**config.mk**
```make
export PLATFORM = sky130hd
export DESIGN_NAME = sccb_init_seq
export DESIGN_NICKNAME = d
export VERILOG_FILES = /design/src/rtl/sccb_init_seq.sv
export SDC_FILE = /design/constraint.sdc
export NUM_CORES = 1
export LEC_CHECK = 0
export ABC_AREA = 1
export BUFFER_PORTS_ARGS = -buffer_cell sky130_fd_sc_hd__buf_2
export CAP_MARGIN = 20
export CORE_AREA = 2 2 136 138
export CTS_CLUSTER_SIZE = 28
export DETAILED_ROUTE_END_ITERATION = 12
export DIE_AREA = 0 0 138 140
export PLACE_DENSITY = 0.65
export SETUP_SLACK_MARGIN = 0.3
export SYNTH_ARGS = -nofsm -noshare
export SYNTH_HDL_FRONTEND = slang
export SYNTH_SLANG_ARGS = --single-unit
```
**constraint.sdc**
```tcl
create_clock -name clk -period 9.4 [get_ports clk]
set_input_delay 0.94 -clock clk [delete_from_list [all_inputs] [get_ports clk]]
set_output_delay 0.94 -clock clk [all_outputs]
set_load 0.02 [all_outputs]
```
**src/rtl/sccb_init_seq.sv**
```systemverilog
// Table-driven SCCB bring-up sequencer: walks a {reg_addr, reg_data} ROM and
// issues one SCCB write per entry, with delay entries, an end marker and timeouts.
module sccb_init_seq #(
    parameter int          ADDR_W   = 8,
    parameter logic [7:0]  DEV_ID   = 8'h42,
    parameter logic [1:0]  WR_OP    = 2'b00,
    parameter logic [7:0]  DLY_ADDR = 8'hF0,
    parameter int          TICK_DIV = 100000,
    parameter int          GAP_CYC  = 16,
    parameter int          ACK_TO   = 8,
    parameter int          XFER_TO  = 2000000
) (
    input  logic              clk,
    input  logic              rstn,
    input  logic              go,
    output logic [ADDR_W-1:0] tbl_addr,
    input  logic [15:0]       tbl_data,
    output logic              sccb_start,
    output logic [25:0]       sccb_cmd,
    input  logic              sccb_busy,
    output logic              seq_busy,
    output logic              seq_done,
    output logic              seq_err,
    output logic [ADDR_W:0]   wr_count
);

    localparam int TMR_MAX = (XFER_TO > ACK_TO) ? ((XFER_TO > GAP_CYC) ? XFER_TO : GAP_CYC)
                                                : ((ACK_TO > GAP_CYC) ? ACK_TO : GAP_CYC);
    localparam int TMR_W   = $clog2(TMR_MAX + 1);
    localparam int DLY_MAX = 255 * TICK_DIV;
    localparam int DLY_W   = $clog2(DLY_MAX + 1);

    typedef enum logic [3:0] {
        S_IDLE    = 4'd0,
        S_FETCH   = 4'd1,
        S_ROMWAIT = 4'd2,
        S_DECODE  = 4'd3,
        S_ISSUE   = 4'd4,
        S_ACKWAIT = 4'd5,
        S_XFER    = 4'd6,
        S_GAP     = 4'd7,
        S_DELAY   = 4'd8,
        S_DONE    = 4'd9,
        S_ERROR   = 4'd10
    } state_t;

    state_t              state_q, state_d;
    logic [ADDR_W-1:0]   addr_q, addr_d;
    logic [15:0]         data_q, data_d;
    logic [25:0]         cmd_q, cmd_d;
    logic                start_q, start_d;
    logic [TMR_W-1:0]    tmr_q, tmr_d;
    logic [DLY_W-1:0]    dly_q, dly_d;
    logic [ADDR_W:0]     wr_cnt_q, wr_cnt_d;
    logic                busy_q, busy_d;
    logic                done_q, done_d;
    logic                err_q, err_d;
    state_t              adv_state_s;
    logic [ADDR_W-1:0]   adv_addr_s;

    // State and output registers; async reset aborts any transfer at once.
    always_ff @(posedge clk or negedge rstn) begin
        if (!rstn) begin
            state_q  <= S_IDLE;
            addr_q   <= '0;
            data_q   <= '0;
            cmd_q    <= '0;
            start_q  <= 1'b0;
            tmr_q    <= '0;
            dly_q    <= '0;
            wr_cnt_q <= '0;
            busy_q   <= 1'b0;
            done_q   <= 1'b0;
            err_q    <= 1'b0;
        end else begin
            state_q  <= state_d;
            addr_q   <= addr_d;
            data_q   <= data_d;
            cmd_q    <= cmd_d;
            start_q  <= start_d;
            tmr_q    <= tmr_d;
            dly_q    <= dly_d;
            wr_cnt_q <= wr_cnt_d;
            busy_q   <= busy_d;
            done_q   <= done_d;
            err_q    <= err_d;
        end
    end

    // Next-state logic; sccb_start is decided one cycle early so it is a clean flop output.
    always_comb begin
        state_d  = state_q;
        addr_d   = addr_q;
        data_d   = data_q;
        cmd_d    = cmd_q;
        start_d  = 1'b0;
        tmr_d    = tmr_q;
        dly_d    = dly_q;
        wr_cnt_d = wr_cnt_q;

        // Leaving the last table slot ends the run without an error.
        adv_state_s = (addr_q == {ADDR_W{1'b1}}) ? S_DONE : S_FETCH;
        adv_addr_s  = (addr_q == {ADDR_W{1'b1}}) ? addr_q : addr_q + ADDR_W'(1);

        case (state_q)
            S_IDLE, S_DONE, S_ERROR: begin
                if (go) begin
                    addr_d   = '0;
                    wr_cnt_d = '0;
                    state_d  = S_FETCH;
                end else begin
                    state_d  = state_q;
                end
            end
            S_FETCH:   state_d = S_ROMWAIT;
            S_ROMWAIT: begin
                data_d  = tbl_data;
                state_d = S_DECODE;
            end
            S_DECODE: begin
                if (data_q == 16'hFFFF) begin
                    state_d = S_DONE;
                end else if (data_q[15:8] == DLY_ADDR) begin
                    if (data_q[7:0] == 8'h00) begin
                        state_d = adv_state_s;
                        addr_d  = adv_addr_s;
                    end else begin
                        dly_d   = DLY_W'(data_q[7:0]) * DLY_W'(TICK_DIV);
                        state_d = S_DELAY;
                    end
                end else begin
                    cmd_d   = {WR_OP, DEV_ID, data_q};
                    start_d = !sccb_busy;
                    state_d = S_ISSUE;
                end
            end
            S_ISSUE: begin
                // Without a pulse in flight, wait here while another master owns the bus.
                if (start_q) begin
                    tmr_d   = TMR_W'(1);
                    state_d = S_ACKWAIT;
                end else if (!sccb_busy) begin
                    start_d = 1'b1;
                end else begin
                    start_d = 1'b0;
                end
            end
            S_ACKWAIT: begin
                if (sccb_busy) begin
                    tmr_d   = '0;
                    state_d = S_XFER;
                end else if (tmr_q == TMR_W'(ACK_TO - 1)) begin
                    state_d = S_ERROR;
                end else begin
                    tmr_d   = tmr_q + TMR_W'(1);
                end
            end
            S_XFER: begin
                if (!sccb_busy) begin
                    wr_cnt_d = wr_cnt_q + (ADDR_W + 1)'(1);
                    tmr_d    = '0;
                    state_d  = S_GAP;
                end else if (tmr_q == TMR_W'(XFER_TO - 1)) begin
                    state_d  = S_ERROR;
                end else begin
                    tmr_d    = tmr_q + TMR_W'(1);
                end
            end
            S_GAP: begin
                if (tmr_q == TMR_W'(GAP_CYC - 1)) begin
                    state_d = adv_state_s;
                    addr_d  = adv_addr_s;
                end else begin
                    tmr_d   = tmr_q + TMR_W'(1);
                end
            end
            S_DELAY: begin
                if (dly_q == DLY_W'(1)) begin
                    state_d = adv_state_s;
                    addr_d  = adv_addr_s;
                end else begin
                    dly_d   = dly_q - DLY_W'(1);
                end
            end
            default: state_d = S_IDLE;
        endcase

        busy_d = !((state_d == S_IDLE) || (state_d == S_DONE) || (state_d == S_ERROR));
        done_d = (state_d == S_DONE);
        err_d  = (state_d == S_ERROR);
    end

    assign tbl_addr   = addr_q;
    assign sccb_start = start_q;
    assign sccb_cmd   = cmd_q;
    assign seq_busy   = busy_q;
    assign seq_done   = done_q;
    assign seq_err    = err_q;
    assign wr_count   = wr_cnt_q;

endmodule

```
# --- Word-level counts from Yosys, hierarchy flattened ---
# Index checks and enable logic that the tools add are counted.
op_classes:
  n_mul: 1
  n_eq_ne: 32
  bitwise_logic: 2
  n_mux: 41
  n_addsub: 4
  reduce_logical: 17
op_table:
  columns: ["op", "count"]
  rows:
  - ["21-bit two-way mux", 6]
  - ["25-bit two-way mux", 4]
  - ["21-bit one-hot mux with 4 select lines", 1]
  - ["8-bit two-way mux", 7]
  - ["25-bit one-hot mux with 2 select lines", 1]
  - ["4-bit two-way mux", 12]
  - ["4-bit one-hot mux with 9 select lines", 1]
  - ["8-bit one-hot mux with 4 select lines", 1]
  - ["25-bit by 1-bit equality test with 1-bit output, second input constant", 1]
  - ["25-bit by 1-bit subtractor with 25-bit output, second input constant", 1]
  - ["2-bit != test, second input constant", 11]
  - ["21-bit by 1-bit adder with 21-bit output, second input constant", 1]
  - ["21-bit equality test, second input constant", 1]
  - ["21-bit by 3-bit equality test with 1-bit output, second input constant", 1]
  - ["21-bit by 4-bit equality test with 1-bit output, second input constant", 1]
  - ["4-bit equality test, second input constant", 5]
  - ["8-bit by 12-bit multiplier with 20-bit output, second input constant", 1]
  - ["9-bit two-way mux", 2]
  - ["9-bit one-hot mux with 2 select lines", 1]
  - ["16-bit equality test, second input constant", 1]
  - ["4-bit by 3-bit equality test with 1-bit output, second input constant", 4]
  - ["8-bit equality test, second input constant", 2]
  - ["5-bit AND reduction", 2]
  - ["9-bit by 1-bit adder with 9-bit output, second input constant", 1]
  - ["16 further kinds", 28]
totals:
  out_inout_bits: 47
  elab_cells: 108
  ff_bits: 104
  input_bits: 20

# --- Logic depth before layout (Yosys ltp) ---
logic_depth:
  word_depth: 10
  ltp_mapped: 18
  ltp_nobuf: 18

# --- Worst setup path after synthesis ---
# OpenSTA, ideal clock, no wires.
synth_path:
  kind: "register to register"
  start: "register data_q[2]"
  end: "register dly_q[19]"
  setup_ns: 0.117
  slack_ns: 5.886
  arrival_ns: 3.396
  required_ns: 9.283
  stages_incl_launch_ff: 17
  n_path_buf: 0
  cell_sequence: "dfrtp_1 > ha_1 > ha_1 > inv_1 > fa_1 > inv_1 > fa_1 > ha_1 > nand2_1 > o21ai_0 > nand2_1 > a21boi_0 > nand3b_1 > nand3_1 > nand3_1 > nand3_1 > nand2_1"
synth_via:
  elab_chain_len: 5
  word_cells_on_any_way: 10
synth_lines:
  columns: ["item", "line", "text"]
  rows:
  - ["start: declaration", "49", "logic [15:0] data_q, data_d;"]
  - ["start signal: assignment", "78", "data_q <= data_d;"]
  - ["8-bit by 12-bit multiplier with 20-bit output", "128", "dly_d = DLY_W'(data_q[7:0]) * DLY_W'(TICK_DIV);"]
  - ["25-bit two-way mux", "124", "if (data_q[7:0] == 8'h00) begin"]
  - ["25-bit two-way mux", "123", "end else if (data_q[15:8] == DLY_ADDR) begin"]
  - ["25-bit two-way mux", "121", "if (data_q == 16'hFFFF) begin"]
  - ["25-bit one-hot mux with 2 select lines", "105", "case (state_q)"]
  - ["end signal: assignment", "82", "dly_q <= dly_d;"]
  - ["end: declaration", "53", "logic [DLY_W-1:0] dly_q, dly_d;"]
# Parallel ways exist; a longest one is shown, timed or not. The select of a mux whose other input is x is not followed.
# A chain may end at the register's enable or synchronous reset.

# --- Worst setup path in the final report ---
# Same ends and word-level chain as after synthesis.

==> flow_summary.html <==
<table>
<tr><th>Metric</th><th>Value</th></tr>
<tr><th colspan="2">STA</th></tr>
<tr><td>Final hold violations</td><td>0</td></tr>
<tr><td>Fin Clk Skew</td><td>about 0.012 ns</td></tr>
<tr><td>Worst Tran Pin Value</td><td>0.838 ns</td></tr>
<tr><td>Total Neg Setup Slack</td><td>0 ns</td></tr>
<tr><td>Unrepaired setup endpoints after global routing</td><td>false</td></tr>
<tr><td>Final setup violation count</td><td>0</td></tr>
<tr><td>Peak Freq</td><td>roughly 260 MHz</td></tr>
<tr><td>Max-slew violations</td><td>0</td></tr>
<tr><td>Final critical delay including setup and external delays</td><td>3.86 ns</td></tr>
<tr><td>Tcrit/Tclk final</td><td>41.1%</td></tr>
<tr><td>Worst slew margin</td><td>44.2%</td></tr>
<tr><th colspan="2">Synthesis</th></tr>
<tr><td>Number of unique standard cell types used by synthesis</td><td>54</td></tr>
<tr><td>Seq/Total Area, Yosys</td><td>about a third</td></tr>
<tr><td>Number of storage elements in the synthesis netlist</td><td>104</td></tr>
<tr><td>Post-synthesis cell count</td><td>1053</td></tr>
<tr><td>Synthesized cell area</td><td>7880 um^2</td></tr>
<tr><td>Ys flop type</td><td>sky130_fd_sc_hd__dfrtp_1</td></tr>
<tr><td>FFs w/ async S/R, synth</td><td>100%</td></tr>
<tr><td>EDFF count, synth</td><td>0</td></tr>
<tr><td>Number of warnings printed during yosys synthesis</td><td>0</td></tr>
<tr><td>Avg Synthesized Cell Area</td><td>between 7 and 8 um^2</td></tr>
<tr><th colspan="2">Clock tree</th></tr>
<tr><td>Quantity of hold-fixing buffers added after cts</td><td>0</td></tr>
<tr><td>Htree depth</td><td>3</td></tr>
<tr><td># clock sinks</td><td>104</td></tr>
<tr><td>Clock-pin slew on the worst setup and hold paths</td><td>0.07 ns</td></tr>
<tr><td>Post-cts repair resize count</td><td>0</td></tr>
<tr><td>Clock tree root driver cell</td><td>sky130_fd_sc_hd__clkbuf_16</td></tr>
<tr><td>Post CTS Setup Buffer Count</td><td>0</td></tr>
<tr><td>Clock buffer count from CTS</td><td>9</td></tr>
<tr><td>Maximum buffer depth of the clock tree</td><td>2</td></tr>
<tr><td>Clock latency on the worst-skew pair</td><td>0.36 ns</td></tr>
<tr><td>Clock tree from TritonCTS</td><td>built</td></tr>
<tr><th colspan="2">GRT</th></tr>
<tr><td>Overflow after GRT</td><td>0</td></tr>
<tr><td>Pin count of the biggest net entering global routing</td><td>65</td></tr>
<tr><td>GRT Overall Usage</td><td>roughly 20%</td></tr>
<tr><td>Antenna violations before repair</td><td>0</td></tr>
<tr><td>Global-route wire length before repair</td><td>31.9 mm</td></tr>
<tr><td>Via count of the first global-routing pass</td><td>6645</td></tr>
<tr><th colspan="2">Finish</th></tr>
<tr><td>Top library cells by usage in the layout, fill and taps aside</td><td>sky130_fd_sc_hd__nand2_1, sky130_fd_sc_hd__nor2_1, sky130_fd_sc_hd__inv_1</td></tr>
<tr><td>Fill cell count</td><td>1822</td></tr>
<tr><td>Antenna diode count</td><td>0</td></tr>
<tr><td>Final #Nets</td><td>1196</td></tr>
<tr><td>Share of cells above drive strength 1</td><td>13.1%</td></tr>
<tr><td>Most frequent standard cell in the layout excluding fill and tap cells</td><td>sky130_fd_sc_hd__nand2_1</td></tr>
<tr><td>Synth-to-layout area growth</td><td>9.35%</td></tr>
<tr><th colspan="2">Detailed routing</th></tr>
<tr><td>Antenna-violating nets left</td><td>0</td></tr>
<tr><td>Number of DRC markers after the initial detailed-route iteration</td><td>394</td></tr>
<tr><td>DRT Pass-1 Iters</td><td>5</td></tr>
<tr><td>Vias/cell</td><td>roughly 5.2</td></tr>
<tr><td>DRC</td><td>0</td></tr>
<tr><td>DR WL/cell</td><td>14.0 um</td></tr>
<tr><td>Vias post-DR</td><td>6958</td></tr>
<tr><td>Overall routed net length</td><td>18.7 mm</td></tr>
<tr><th colspan="2">Critical path</th></tr>
<tr><td>Worst Path Required</td><td>9.65 ns</td></tr>
<tr><td>Crit path largest cell delay</td><td>0.49 ns</td></tr>
<tr><td>Endpoint type of the worst setup path</td><td>flop</td></tr>
<tr><td>Startpoint type of the worst setup path</td><td>flop</td></tr>
<tr><td>Worst-path cell chain</td><td>ha_1 &gt; ha_1 &gt; inv_1 &gt; fa_1 &gt; inv_1 &gt; fa_1 &gt; ha_1 &gt; nand2_1 &gt; o21ai_0 &gt; nand2_1 &gt; a21boi_0 &gt; nand3b_1 &gt; nand3_1 &gt; nand3_1 &gt; nand3_1 &gt; nand2_1</td></tr>
<tr><td>Max Fanout on Critical Path</td><td>5</td></tr>
<tr><td>CP max stage cell</td><td>sky130_fd_sc_hd__fa_1</td></tr>
<tr><td>CP Class</td><td>reg2reg</td></tr>
<tr><td>Arrival time of data at the critical path endpoint</td><td>around 4 ns</td></tr>
<tr><th colspan="2">Placed design</th></tr>
<tr><td>HPWL reported at the end of detailed placement</td><td>14.3 mm</td></tr>
<tr><td>Final weighted congestion in routability-driven placement</td><td>0.874</td></tr>
<tr><td>Port Buffers</td><td>58</td></tr>
<tr><th colspan="2">Job</th></tr>
<tr><td>Number of max-cap violations</td><td>0</td></tr>
<tr><th colspan="2">Run status</th></tr>
<tr><td>Status</td><td>completed</td></tr>
<tr><th colspan="2">Die</th></tr>
<tr><td>Die area</td><td>19300 um^2</td></tr>
<tr><td>Io pins</td><td>between 60 and 70</td></tr>
<tr><td>Horiz. Die Dim</td><td>roughly 140 um</td></tr>
<tr><td>Initial core utilization</td><td>around 44%</td></tr>
<tr><td>Site Rows</td><td>49</td></tr>
<tr><td>Chip height</td><td>140 um</td></tr>
<tr><td>Placeable Area</td><td>17800 um^2</td></tr>
<tr><th colspan="2">Hold path</th></tr>
<tr><td>Type of the worst min-delay path</td><td>reg2reg</td></tr>
</table>
## Yosys cell counts, types with 2 or more instances
master	instances	area, um^2
sky130_fd_sc_hd__o21a_1	3	22.5
sky130_fd_sc_hd__fa_1	12	240
sky130_fd_sc_hd__buf_6	7	78.8
sky130_fd_sc_hd__a21o_1	3	22.5
sky130_fd_sc_hd__nand3_1	82	410
sky130_fd_sc_hd__xnor2_1	5	43.8
sky130_fd_sc_hd__dfrtp_1	104	2600
sky130_fd_sc_hd__clkbuf_1	10	37.5
sky130_fd_sc_hd__o21ai_0	63	315
sky130_fd_sc_hd__nor3b_1	2	15.0
sky130_fd_sc_hd__nand4_1	26	163
sky130_fd_sc_hd__nand3b_1	7	52.6
sky130_fd_sc_hd__nand2_2	10	62.6
sky130_fd_sc_hd__mux2_4	3	45.0
sky130_fd_sc_hd__or2_2	6	37.5
sky130_fd_sc_hd__nand3_2	3	30.0
sky130_fd_sc_hd__nor3_1	24	120
sky130_fd_sc_hd__nor2_2	8	50.1
sky130_fd_sc_hd__inv_2	9	33.8
sky130_fd_sc_hd__ha_1	62	776
sky130_fd_sc_hd__o21ai_1	2	10.0
sky130_fd_sc_hd__buf_2	2	10.0
sky130_fd_sc_hd__buf_4	10	75.1
sky130_fd_sc_hd__a21oi_1	51	255
sky130_fd_sc_hd__nor4_1	2	12.5
sky130_fd_sc_hd__inv_1	113	424
sky130_fd_sc_hd__xor2_1	11	96.3
sky130_fd_sc_hd__nand2_4	2	22.5
sky130_fd_sc_hd__nor3b_2	2	25.0
sky130_fd_sc_hd__o211ai_1	5	37.5
sky130_fd_sc_hd__o21ai_2	9	78.8
sky130_fd_sc_hd__nand2_1	238	893
sky130_fd_sc_hd__nor2_4	4	45.0
sky130_fd_sc_hd__nor3_2	2	20.0
sky130_fd_sc_hd__a31oi_1	5	31.3
sky130_fd_sc_hd__o22ai_1	4	25.0
sky130_fd_sc_hd__nor2_1	125	469
## layer usage
layer / share of wire [%] / wire (um) / track usage (%) / vias to the layer above
met2: 48 / 9050 / 33.1 / 134
met4: 1.1 / 214 / 4.56 / 0
met5: 0 / 0 / 0 / -
met3: 3.3 / 612 / 3.18 / 16
met1: 47 / 8830 / 27.1 / 3257
li1: - / - / - / 3551
## sequential cells by signal, indices dropped and copies added, names as in the netlist
name	count
data_q	16
dly_q	25
sccb_cmd	17
sccb_start	1
seq_busy	1
seq_done	1
seq_err	1
state_q	4
tbl_addr	8
tmr_q	21
wr_count	9
## area by class of cell
| type | count | area [um^2] | share of cell area [%] |
|---|---|---|---|
| clock inverter | 5 | 62.6 | 0.726 |
| inverter | 123 | 464 | 5.39 |
| tap | 229 | 287 | 3.32 |
| timing repair buffer | 61 | 323 | 3.75 |
| sequential | 104 | 2600 | 30.2 |
| multi-input combinational | 803 | 4630 | 53.7 |
| clock buffer | 11 | 253 | 2.93 |
## critical path, delay by kind of cell (launching register included)
kind	cells	cell delay, ns
compound gates	2	0.68
fa+ha+maj	5	1.89
buf+inv	2	0.10
flops	1	0.44
simple gates	7	0.64
## stage by stage
| stage | utilization (%) | worst slack, ns | hold WS [ns] | std cells | area [um^2] |
|---|---|---|---|---|---|
| finish | 48.5 | 5.54 | 0.485 | 1336 | 8620 |
| global route | 48.5 | 5.24 | 0.519 | 1336 | 8620 |
| floorplan | - | 5.89 | 0.460 | 1060 | 7910 |
| global placement | 46.6 | 5.61 | 0.466 | 1319 | 8290 |
| CTS | 48.4 | 5.55 | 0.490 | 1335 | 8600 |
| detailed placement | 46.6 | 5.57 | 0.467 | 1319 | 8290 |
## final timing paths
path	to	depth (start not counted)	startpoint	slack [ns]
setup / recovery	dly_q[19]	16	data_q[2]	5.54
hold / removal	sccb_cmd[11]	2	sccb_cmd[11]	0.48
setup reg to reg	dly_q[19]	16	data_q[2]	5.54
hold reg to reg	sccb_cmd[11]	2	sccb_cmd[11]	0.48
max in group asynchronous	data_q[10]	2	rstn	7.62
min in group asynchronous	tmr_q[15]	1	rstn	0.55
## cells by family (layout without fill, tap and decap cells)
kind of cell | after synthesis | count (layout) | share of synthesized area, %
and+or+nand+nor | 549 | 549 | 31.9
buffers and inverters | 153 | 200 | 8.64
AOI/OAI and AO/OA | 152 | 152 | 11.0
DFF | 104 | 104 | 33.0
adders and majority gates | 74 | 74 | 12.9
xor gates and xnor gates | 16 | 16 | 1.78
muxes | 4 | 4 | 0.714
other | 1 | 8 | 0.0476
Power is not shown: default switching activity piles up to over one toggle a cycle in this logic, so the estimate is an artifact.
